File: src/rtl/pulse_sweep_sequencer.sv
// Purpose : steps a pulse generator through a swept inter-pulse delay. Each
//           sweep point runs an exact number of shots, then the generator is
//           held idle while the delay changes and the RF chain settles.
// Latency : start sampled in cycle t -> SETTLE in t+1; generator released in
//           t+settle+2. All outputs are registered.
// Backpressure: none; start/abort are single-cycle strobes, and a start seen
//           while busy is dropped.
//
// Ports:
//   clk_pll     - 200 MHz PLL clock
//   reset       - asynchronous, active-high
//   start       - strobe, begin a sweep (ignored while busy or with a zero count)
//   abort       - strobe, stop the sweep; wins over start and end-of-point
//   period      - generator period, one shot = period+1 cycles
//   delay_start - delay applied to point 0
//   delay_step  - per-point delay increment magnitude
//   step_down   - 1 = subtract step per point, 0 = add
//   n_points    - number of sweep points
//   n_shots     - shots per point
//   settle      - hold cycles before each point (SETTLE lasts settle+1)
//   gen_hold    - drives generator reset; 1 = generator frozen at counter 0
//   delay_out   - drives generator delay
//   point_idx   - current sweep point, 0-based
//   shot_idx    - current shot within the point, 0-based
//   point_done  - one-cycle strobe when a point completes
//   busy        - sweep in progress
//   done        - sweep completed; level, cleared by the next start or abort

module pulse_sweep_sequencer #(
  parameter int CW = 32,
  parameter int NW = 16
) (
  input  logic          clk_pll,
  input  logic          reset,
  input  logic          start,
  input  logic          abort,
  input  logic [CW-1:0] period,
  input  logic [CW-1:0] delay_start,
  input  logic [CW-1:0] delay_step,
  input  logic          step_down,
  input  logic [NW-1:0] n_points,
  input  logic [NW-1:0] n_shots,
  input  logic [NW-1:0] settle,
  output logic          gen_hold,
  output logic [CW-1:0] delay_out,
  output logic [NW-1:0] point_idx,
  output logic [NW-1:0] shot_idx,
  output logic          point_done,
  output logic          busy,
  output logic          done
);

  typedef enum logic [1:0] {
    IDLE   = 2'd0,
    SETTLE = 2'd1,
    RUN    = 2'd2,
    DONE   = 2'd3
  } state_t;

  localparam logic [CW-1:0] C_ONE = CW'(1);
  localparam logic [NW-1:0] N_ONE = NW'(1);

  state_t        state;
  logic [CW-1:0] tcount;      // mirrors the generator's internal counter in RUN
  logic [NW-1:0] scount;      // settle counter, 0..settle_q

  // Configuration captured at start; host writes during a sweep are ignored.
  logic [CW-1:0] period_q;
  logic [CW-1:0] step_q;
  logic          down_q;
  logic [NW-1:0] npoints_q;
  logic [NW-1:0] nshots_q;
  logic [NW-1:0] settle_q;

  logic          cfg_ok;
  logic          shot_end;
  logic          last_shot;
  logic          last_point;
  logic [CW-1:0] delay_next;

  assign cfg_ok     = (n_points != '0) && (n_shots != '0);
  assign shot_end   = (tcount == period_q);
  assign last_shot  = (shot_idx == nshots_q - N_ONE);
  assign last_point = (point_idx == npoints_q - N_ONE);
  // Modulo 2^CW on purpose: the host owns the delay range.
  assign delay_next = down_q ? (delay_out - step_q) : (delay_out + step_q);

  always_ff @(posedge clk_pll or posedge reset) begin
    if (reset) begin
      state      <= IDLE;
      tcount     <= '0;
      scount     <= '0;
      period_q   <= '0;
      step_q     <= '0;
      down_q     <= 1'b0;
      npoints_q  <= '0;
      nshots_q   <= '0;
      settle_q   <= '0;
      gen_hold   <= 1'b1;
      delay_out  <= '0;
      point_idx  <= '0;
      shot_idx   <= '0;
      point_done <= 1'b0;
      busy       <= 1'b0;
      done       <= 1'b0;
    end else begin
      point_done <= 1'b0;
      if (abort) begin
        // Indices and delay are left as they were for host inspection.
        state    <= IDLE;
        gen_hold <= 1'b1;
        busy     <= 1'b0;
        done     <= 1'b0;
      end else begin
        case (state)
          IDLE, DONE: begin
            if (start && cfg_ok) begin
              period_q  <= period;
              step_q    <= delay_step;
              down_q    <= step_down;
              npoints_q <= n_points;
              nshots_q  <= n_shots;
              settle_q  <= settle;
              delay_out <= delay_start;
              point_idx <= '0;
              scount    <= '0;
              done      <= 1'b0;
              busy      <= 1'b1;
              gen_hold  <= 1'b1;
              state     <= SETTLE;
            end
          end

          SETTLE: begin
            if (scount == settle_q) begin
              tcount   <= '0;
              shot_idx <= '0;
              gen_hold <= 1'b0;
              state    <= RUN;
            end else begin
              scount <= scount + N_ONE;
            end
          end

          RUN: begin
            if (shot_end) begin
              tcount <= '0;
              if (!last_shot) begin
                shot_idx <= shot_idx + N_ONE;
              end else begin
                // Hold rises on the same edge the generator wraps to 0, so the
                // delay update below is only ever seen by a frozen generator.
                point_done <= 1'b1;
                gen_hold   <= 1'b1;
                if (last_point) begin
                  busy  <= 1'b0;
                  done  <= 1'b1;
                  state <= DONE;
                end else begin
                  point_idx <= point_idx + N_ONE;
                  delay_out <= delay_next;
                  scount    <= '0;
                  state     <= SETTLE;
                end
              end
            end else begin
              tcount <= tcount + C_ONE;
            end
          end

          default: begin
            state    <= IDLE;
            gen_hold <= 1'b1;
            busy     <= 1'b0;
          end
        endcase
      end
    end
  end

endmodule
File: config.mk
export PLATFORM = sky130hd
export DESIGN_NAME = pulse_sweep_sequencer
export DESIGN_NICKNAME = d
export VERILOG_FILES = /design/src/rtl/pulse_sweep_sequencer.sv
export SDC_FILE = /design/constraint.sdc
export NUM_CORES = 1
export LEC_CHECK = 0
export CAP_MARGIN = 20
export CORE_ASPECT_RATIO = 1.75
export CORE_MARGIN = 4
export CORE_UTILIZATION = 33
export CTS_CLUSTER_SIZE = 30
export DETAILED_ROUTE_END_ITERATION = 8
export HOLD_SLACK_MARGIN = 0.08
export PLACE_DENSITY = 0.56
export RECOVER_POWER = 100
export SYNTH_ARGS = -nofsm -noshare
export SYNTH_HDL_FRONTEND = slang
export SYNTH_SLANG_ARGS = --single-unit
File: constraint.sdc
create_clock -name clk_pll -period 16.8 [get_ports clk_pll]
set_input_delay 4.2 -clock clk_pll [delete_from_list [all_inputs] [get_ports clk_pll]]
set_output_delay 4.2 -clock clk_pll [all_outputs]
set_load 0.01 [all_outputs]
==> results of run 1 <==
[worst max path at each step]
| stage | from | endpoint | slack [ns] | depth (start not counted) |
|---|---|---|---|---|
| global placement | n_shots[11] | step_q[0] | 8.79 | 9 |
| global route | reset | point_idx[8] | 5.68 | 3 |
| detailed placement | n_shots[11] | step_q[1] | 8.72 | 9 |
| CTS | n_shots[11] | step_q[1] | 9.30 | 9 |
| finish | n_shots[4] | step_q[1] | 6.34 | 9 |
| floorplan | reset | busy | 6.27 | 1 |
[flip-flops by register name (all words and copies together) (netlist names), 2 cells and up]
| register | count |
|---|---|
| delay_out | 32 |
| period_q | 32 |
| step_q | 32 |
| tcount | 32 |
| npoints_q | 16 |
| nshots_q | 16 |
| point_idx | 16 |
| scount | 16 |
| settle_q | 16 |
| shot_idx | 16 |
| state | 2 |
[layer usage]
layer / vias up / routed length, um / part of all wire
li1: 5455 / - / -
met1: 5449 / 15290 / 0.38
met2: 242 / 21920 / 0.54
met3: 76 / 1727 / 0.043
met4: 2 / 1347 / 0.033
met5: - / 9 / 0.00022
[where the power goes]
part	switching (mW)	internal, mW
sequential	0.101	0.638
combinational	0.396	0.379
clock	0.240	0.323
[stage by stage]
stage / power, mW / worst slack, ns / cell area, um2 / instances
2_1_floorplan: 1.288 / 6.269 / 13810 / 1403
5_1_grt: 2.223 / 5.675 / 17380 / 2182
3_3_place_gp: 1.522 / 8.793 / 16560 / 2134
4_1_cts: 2.115 / 9.299 / 17400 / 2179
6_report: 2.079 / 6.337 / 17390 / 2183
3_5_place_dp: 1.535 / 8.719 / 16560 / 2134
[cells by family after synthesis]
| group | Yosys count | share of synthesized area |
|---|---|---|
| buffers and inverters | 88 | 0.02546 |
| AOI/OAI and AO/OA | 256 | 0.1158 |
| xor gates and xnor gates | 180 | 0.1142 |
| adders and majority gates | 41 | 0.03769 |
| and+or+nand+nor | 469 | 0.1773 |
| DFF | 231 | 0.4186 |
| muxes | 138 | 0.1110 |
[layout by cell type, fill, tap and decap left out, types with 22 or more instances in the layout]
| cell type | n |
|---|---|
| a21oi_1 | 98 |
| and3_1 | 37 |
| clkbuf_16 | 25 |
| clkdlybuf4s50_1 | 145 |
| dfrtp_1 | 230 |
| dlygate4sd3_1 | 71 |
| ha_1 | 39 |
| inv_1 | 40 |
| mux2_2 | 121 |
| nand2_1 | 63 |
| nand3_1 | 43 |
| nand4_1 | 28 |
| nor2_1 | 142 |
| nor3_1 | 27 |
| nor4_1 | 27 |
| o21ai_0 | 55 |
| or3_1 | 22 |
| xnor2_1 | 99 |
| xor2_1 | 81 |
[final cells by class]
type,instances,area (um2)
Multi-Input combinational cell,1084,7669
Tap cell,550,688.2
Timing Repair Buffer,230,2255
Antenna cell,2,5.005
Fill cell,4078,23690
Sequential cell,231,5782
Clock inverter,14,145.1
Clock buffer,31,688.2
Inverter,41,155.1
[synth_stat cells (22+ instances only)]
cell type	n	area share
dfrtp_1	230	0.42
nor2_1	142	0.039
mux2_2	121	0.099
xnor2_1	99	0.063
a21oi_1	98	0.036
xor2_1	81	0.051
nand2_1	63	0.017
o21ai_0	53	0.019
nand3_1	43	0.016
inv_1	41	0.011
ha_1	40	0.036
and3_1	37	0.017
clkbuf_1	30	0.0082
nand4_1	28	0.013
nor3_1	27	0.0098
nor4_1	27	0.012
or3_1	22	0.010
==> flow_summary.toml, run 1 <==
[route]
post-route-drc-count = 0
vias = 11224
ant_nets = 0
finalWirelength_um = 40300
drt_pass1_iterations = 6
detailedRoute.firstIterationViolations = 589
viasPerCell = 5.142
route.detailed.wl_per_inst_um = 18.46

[sta]
period_minus_slack_ns = 10.46
slew_headroom = -1.747
report.final.hold_viol_count = 0
rsz0062_at_grt = "no"
achievable-frequency_mhz = 95.58
setup_violations = 0
tns_ns = 0
drv_slew = 353
fin_crit_sh = 0.6228
whs_ns = 0.5144
fin_skew_ns = 0.01226
worst_slew_pin_tran_ns = 4.098

[setup_path]
crit_arrival_ns = 10.88
timing.rr.end = "step_q[1]"
setup.worst_path.end_class = "register"
worst_ep_required_time_ns = 17.22
worst-r2r-cell-count = 6
timing.critical_path.slowest_cell_delay_ns = 2.06
critical_path.slowest_cell = "clkbuf_1"
startpoint_type = "input port"
critical-path-top-cell-by-count = "clkbuf_1"
crit_fanout = 50
setup.worst_path.class = "input port to register"
regToRegSetupSlack_ns = 10.72
critical_path.cell_chain = "dlygate4sd3_1, nor4_1, nand4_1, nand3_1, inv_1, nand3b_1, clkbuf_1, clkbuf_1, mux2_2"
critical_path.top_delay_family = "buffers and inverters"
worstPathBufferInverterCount = 4
worstReg2RegStart = "state[0]"

[placement]
globalplace.congestion = 0.8259
post-dp-hpwl_um = 30630
io_buffer_count = 216

[clock_network]
cts_setup_buffers = 0
cts_resized = 0
cts-root-to-sink-buffers = 3
cts.sink_count = 231
clk_transition_reported_paths_ns = 0.06
clock_tree.htree_level_count = 1
ctsRootBufferMaster = "clkbuf_16"
tritoncts = "done"
clk_latency_ns = 0.55
numCtsBuffers = 25
cts_hold_buf = 0

[synth]
ys_types = 77
synthesis.instances = 1403
asyncSetResetFlopFracSynth = 1.000
number_of_synthesized_flops_with_an_enable_pin = 0
ys.flop_type = "dfrtp_1"
synth.yosys.seq_area_share = 0.4186
yosys_warnings = 0
syn-mean-instance-area_um2 = 9.844
synth.cell_area_um2 = 13810
postSynthRegisterBits = 231
synth.net_count = 1593

[global_route]
groute.usage.overall = 0.1734
grt.met3_usage = 0.02585
grt_antenna_before_repair = 4
grt_first_pass_wirelength_um = 63110
global_route.peak_usage_layer = "met2"
global_routing_usage_on_met1 = 0.1909
grt-ovfl-total = 0
vias_in_the_first_global_route = 11616
grt_max_degree = 96
grt_use_met2 = 0.3325

[final_layout]
finalCoreUtilization = 0.4233
num-nets-final = 1803
post_synthesis_to_final_layout_area_growth_pct = 25.89
final_layout_size_suffix_gt1_frac = 0.1189

[min_path]
timing.hold.worst_path_depth = 1
worstHoldStart = "down_q"
hp_class = "register to register"
hold_path_end = "down_q"

[pwr]
cellPowerDensity_nw_per_um2 = 119.6
ir_worst_vdd_uv = 82.31
p_leak_nw = 7.264

[job]
maximum_capacitance_violations = 6

[floorplan]
floorplan.rows = 98
die-height_um = 278.6
core_area_um2 = 41080
die_width_um = 162.6
number_of_ports_placed_on_the_die_boundary = 217
die_area_um2 = 45320
start_util = 0.3362

[outcome]
run_status = "finished with violations"
violations_in_the_final_reports = "capacitance limit, slew limit"
(Power assumes the default switching activity.)
==> run 2: changes to the inputs <==
PLACE_DENSITY = 0.58   (was 0.56)
clock period = 8.9 ns   (was 16.8 ns; I/O delays follow)
==> run 2 against run 1 <==
The flow still finishes with violations (capacitance limit, slew limit). Sequential power rose by 88%. Non-clock buffer count down 1. Worst hold slack gained 0.014 ns. Clock skew barely moved. Sequential cell count is the same. Setup slack lost 3.7 ns. Sequential share of layout area about the same. Core utilization about the same. Critical path depth down 1. Clock power rose by 91%. First-iteration DRC count decreased by 16%. Critical path type unchanged. Largest power group unchanged.
==> flow_summary.toml, run 2 (same netlist as run 1, synthesis figures left out) <==
[clock_network]
cts_setup_buffers = 0
clk_latency_ns = 0.56
cts_hold_buf = 0
cts-root-to-sink-buffers = 3
clk_transition_reported_paths_ns = 0.06
ctsRootBufferMaster = "clkbuf_16"
cts_resized = 0
cts.sink_count = 231
tritoncts = "done"
numCtsBuffers = 25
clock_tree.htree_level_count = 1

[floorplan]
start_util = 0.3362
number_of_ports_placed_on_the_die_boundary = 217
die_area_um2 = 45320
floorplan.rows = 98
core_area_um2 = 41080
die-height_um = 278.6
die_width_um = 162.6

[outcome]
violations_in_the_final_reports = "capacitance limit, slew limit"
run_status = "finished with violations"

[sta]
achievable-frequency_mhz = 159.2
report.final.hold_viol_count = 0
worst_slew_pin_tran_ns = 4.318
whs_ns = 0.5286
setup_violations = 0
slew_headroom = -1.894
fin_crit_sh = 0.7057
tns_ns = 0
rsz0062_at_grt = "no"
period_minus_slack_ns = 6.280
drv_slew = 290
fin_skew_ns = 0.01181
post-route-worst-setup-slack_ns = 2.620

[placement]
io_buffer_count = 216
placedInstanceArea_um2 = 16570
globalplace.congestion = 0.8396
detailedPlace.worstSlack_ns = 3.617
post-dp-hpwl_um = 29630
post-place-cells = 2133

[final_layout]
antenna_cells = 0
num-nets-final = 1802
mostFrequentLayoutCells = "dfrtp_1 (230), clkdlybuf4s50_1 (145), nor2_1 (142)"
finalInstanceArea_um2 = 17400
final_layout_size_suffix_gt1_frac = 0.1196
fin_cells = 2181
post_synthesis_to_final_layout_area_growth_pct = 25.99
layout.cells.most_common = "dfrtp_1"
finalCoreUtilization = 0.4236

[pwr]
seq_power_share = 0.355
p_leak_nw = 7.283
design_power_total_mw = 3.919
power.internal_mw = 2.550
comb_power_frac = 0.368
ir_worst_vdd_uv = 144.2
switchingPower_mw = 1.369
sw_frac_of_total = 0.3494
cellPowerDensity_nw_per_um2 = 225.2
p_clk_frac = 0.277

[setup_path]
timing.critical_path.slowest_cell_delay_ns = 1.89
startpoint_type = "input port"
critical_path.slowest_cell = "clkbuf_2"
crit_fanout = 97
setup.worst_path.end_class = "register"
worst_ep_required_time_ns = 9.33
setup.worst_path.class = "input port to register"
critical_path.cell_chain = "dlygate4sd3_1, nor4_1, nand4_1, nand3_1, inv_1, nand3b_1, clkbuf_2, mux2_2"
crit_arrival_ns = 6.71

[global_route]
grt_first_pass_wirelength_um = 61760
grt-ovfl-total = 0
grt_max_degree = 98
groute.usage.overall = 0.1680
vias_in_the_first_global_route = 11472
grt_antenna_before_repair = 1

[route]
route.detailed.wl_per_inst_um = 17.98
finalWirelength_um = 39210
viasPerCell = 5.117
vias = 11160
detailedRoute.firstIterationViolations = 495
ant_nets = 0
drt_pass1_iterations = 4
post-route-drc-count = 0

[min_path]
hp_class = "register to register"

[job]
maximum_capacitance_violations = 4
run 2: power groups by stage:
stage               clock, mW  combinational, mW  sequential [mW]
finish                   1.08               1.44             1.39
global route             1.16               1.62             1.41
CTS                      1.13               1.47             1.39
detailed placement          0               1.46             1.41
global placement            0               1.44             1.41
floorplan                   0               1.07             1.36
run 2: worst max-delay path, delay by kind of cell:
family / cells / cell delay, ns
and+or+nand+nor: 4 / 1.38
buffers and inverters: 3 / 2.52
muxes: 1 / 0.47
run 2: path summary, 6_finish.rpt:
kind	start	endpoint	slack (ns)	cells past startpoint
max in group asynchronous	reset	delay_out[16]	3.18	3
worst min-delay path	period_q[7]	period_q[7]	0.53	1
worst min register to register	period_q[7]	period_q[7]	0.53	1
worst max-delay path	n_shots[11]	step_q[5]	2.62	8
worst max register to register	nshots_q[0]	point_idx[5]	3.54	13
min in group asynchronous	reset	period_q[16]	3.44	2
run 2: cell type report:
| class | instances | area (um2) |
|---|---|---|
| fillers | 3982 | 23680 |
| multi-input cells | 1084 | 7660 |
| flip-flops and latches | 231 | 5782 |
| repair buffers | 229 | 2260 |
| clock buffers | 34 | 719.4 |
| well taps | 550 | 688.2 |
| inverters | 41 | 155.1 |
| clock inverters | 12 | 136.4 |
run 2: per-layer routing:
metal  global-route usage  share of wire  wire [um]
met5                    0              0          0
met3              0.01890          0.035       1365
met2               0.3281           0.55      21600
met4              0.05058          0.028       1082
met1               0.1881           0.39      15170
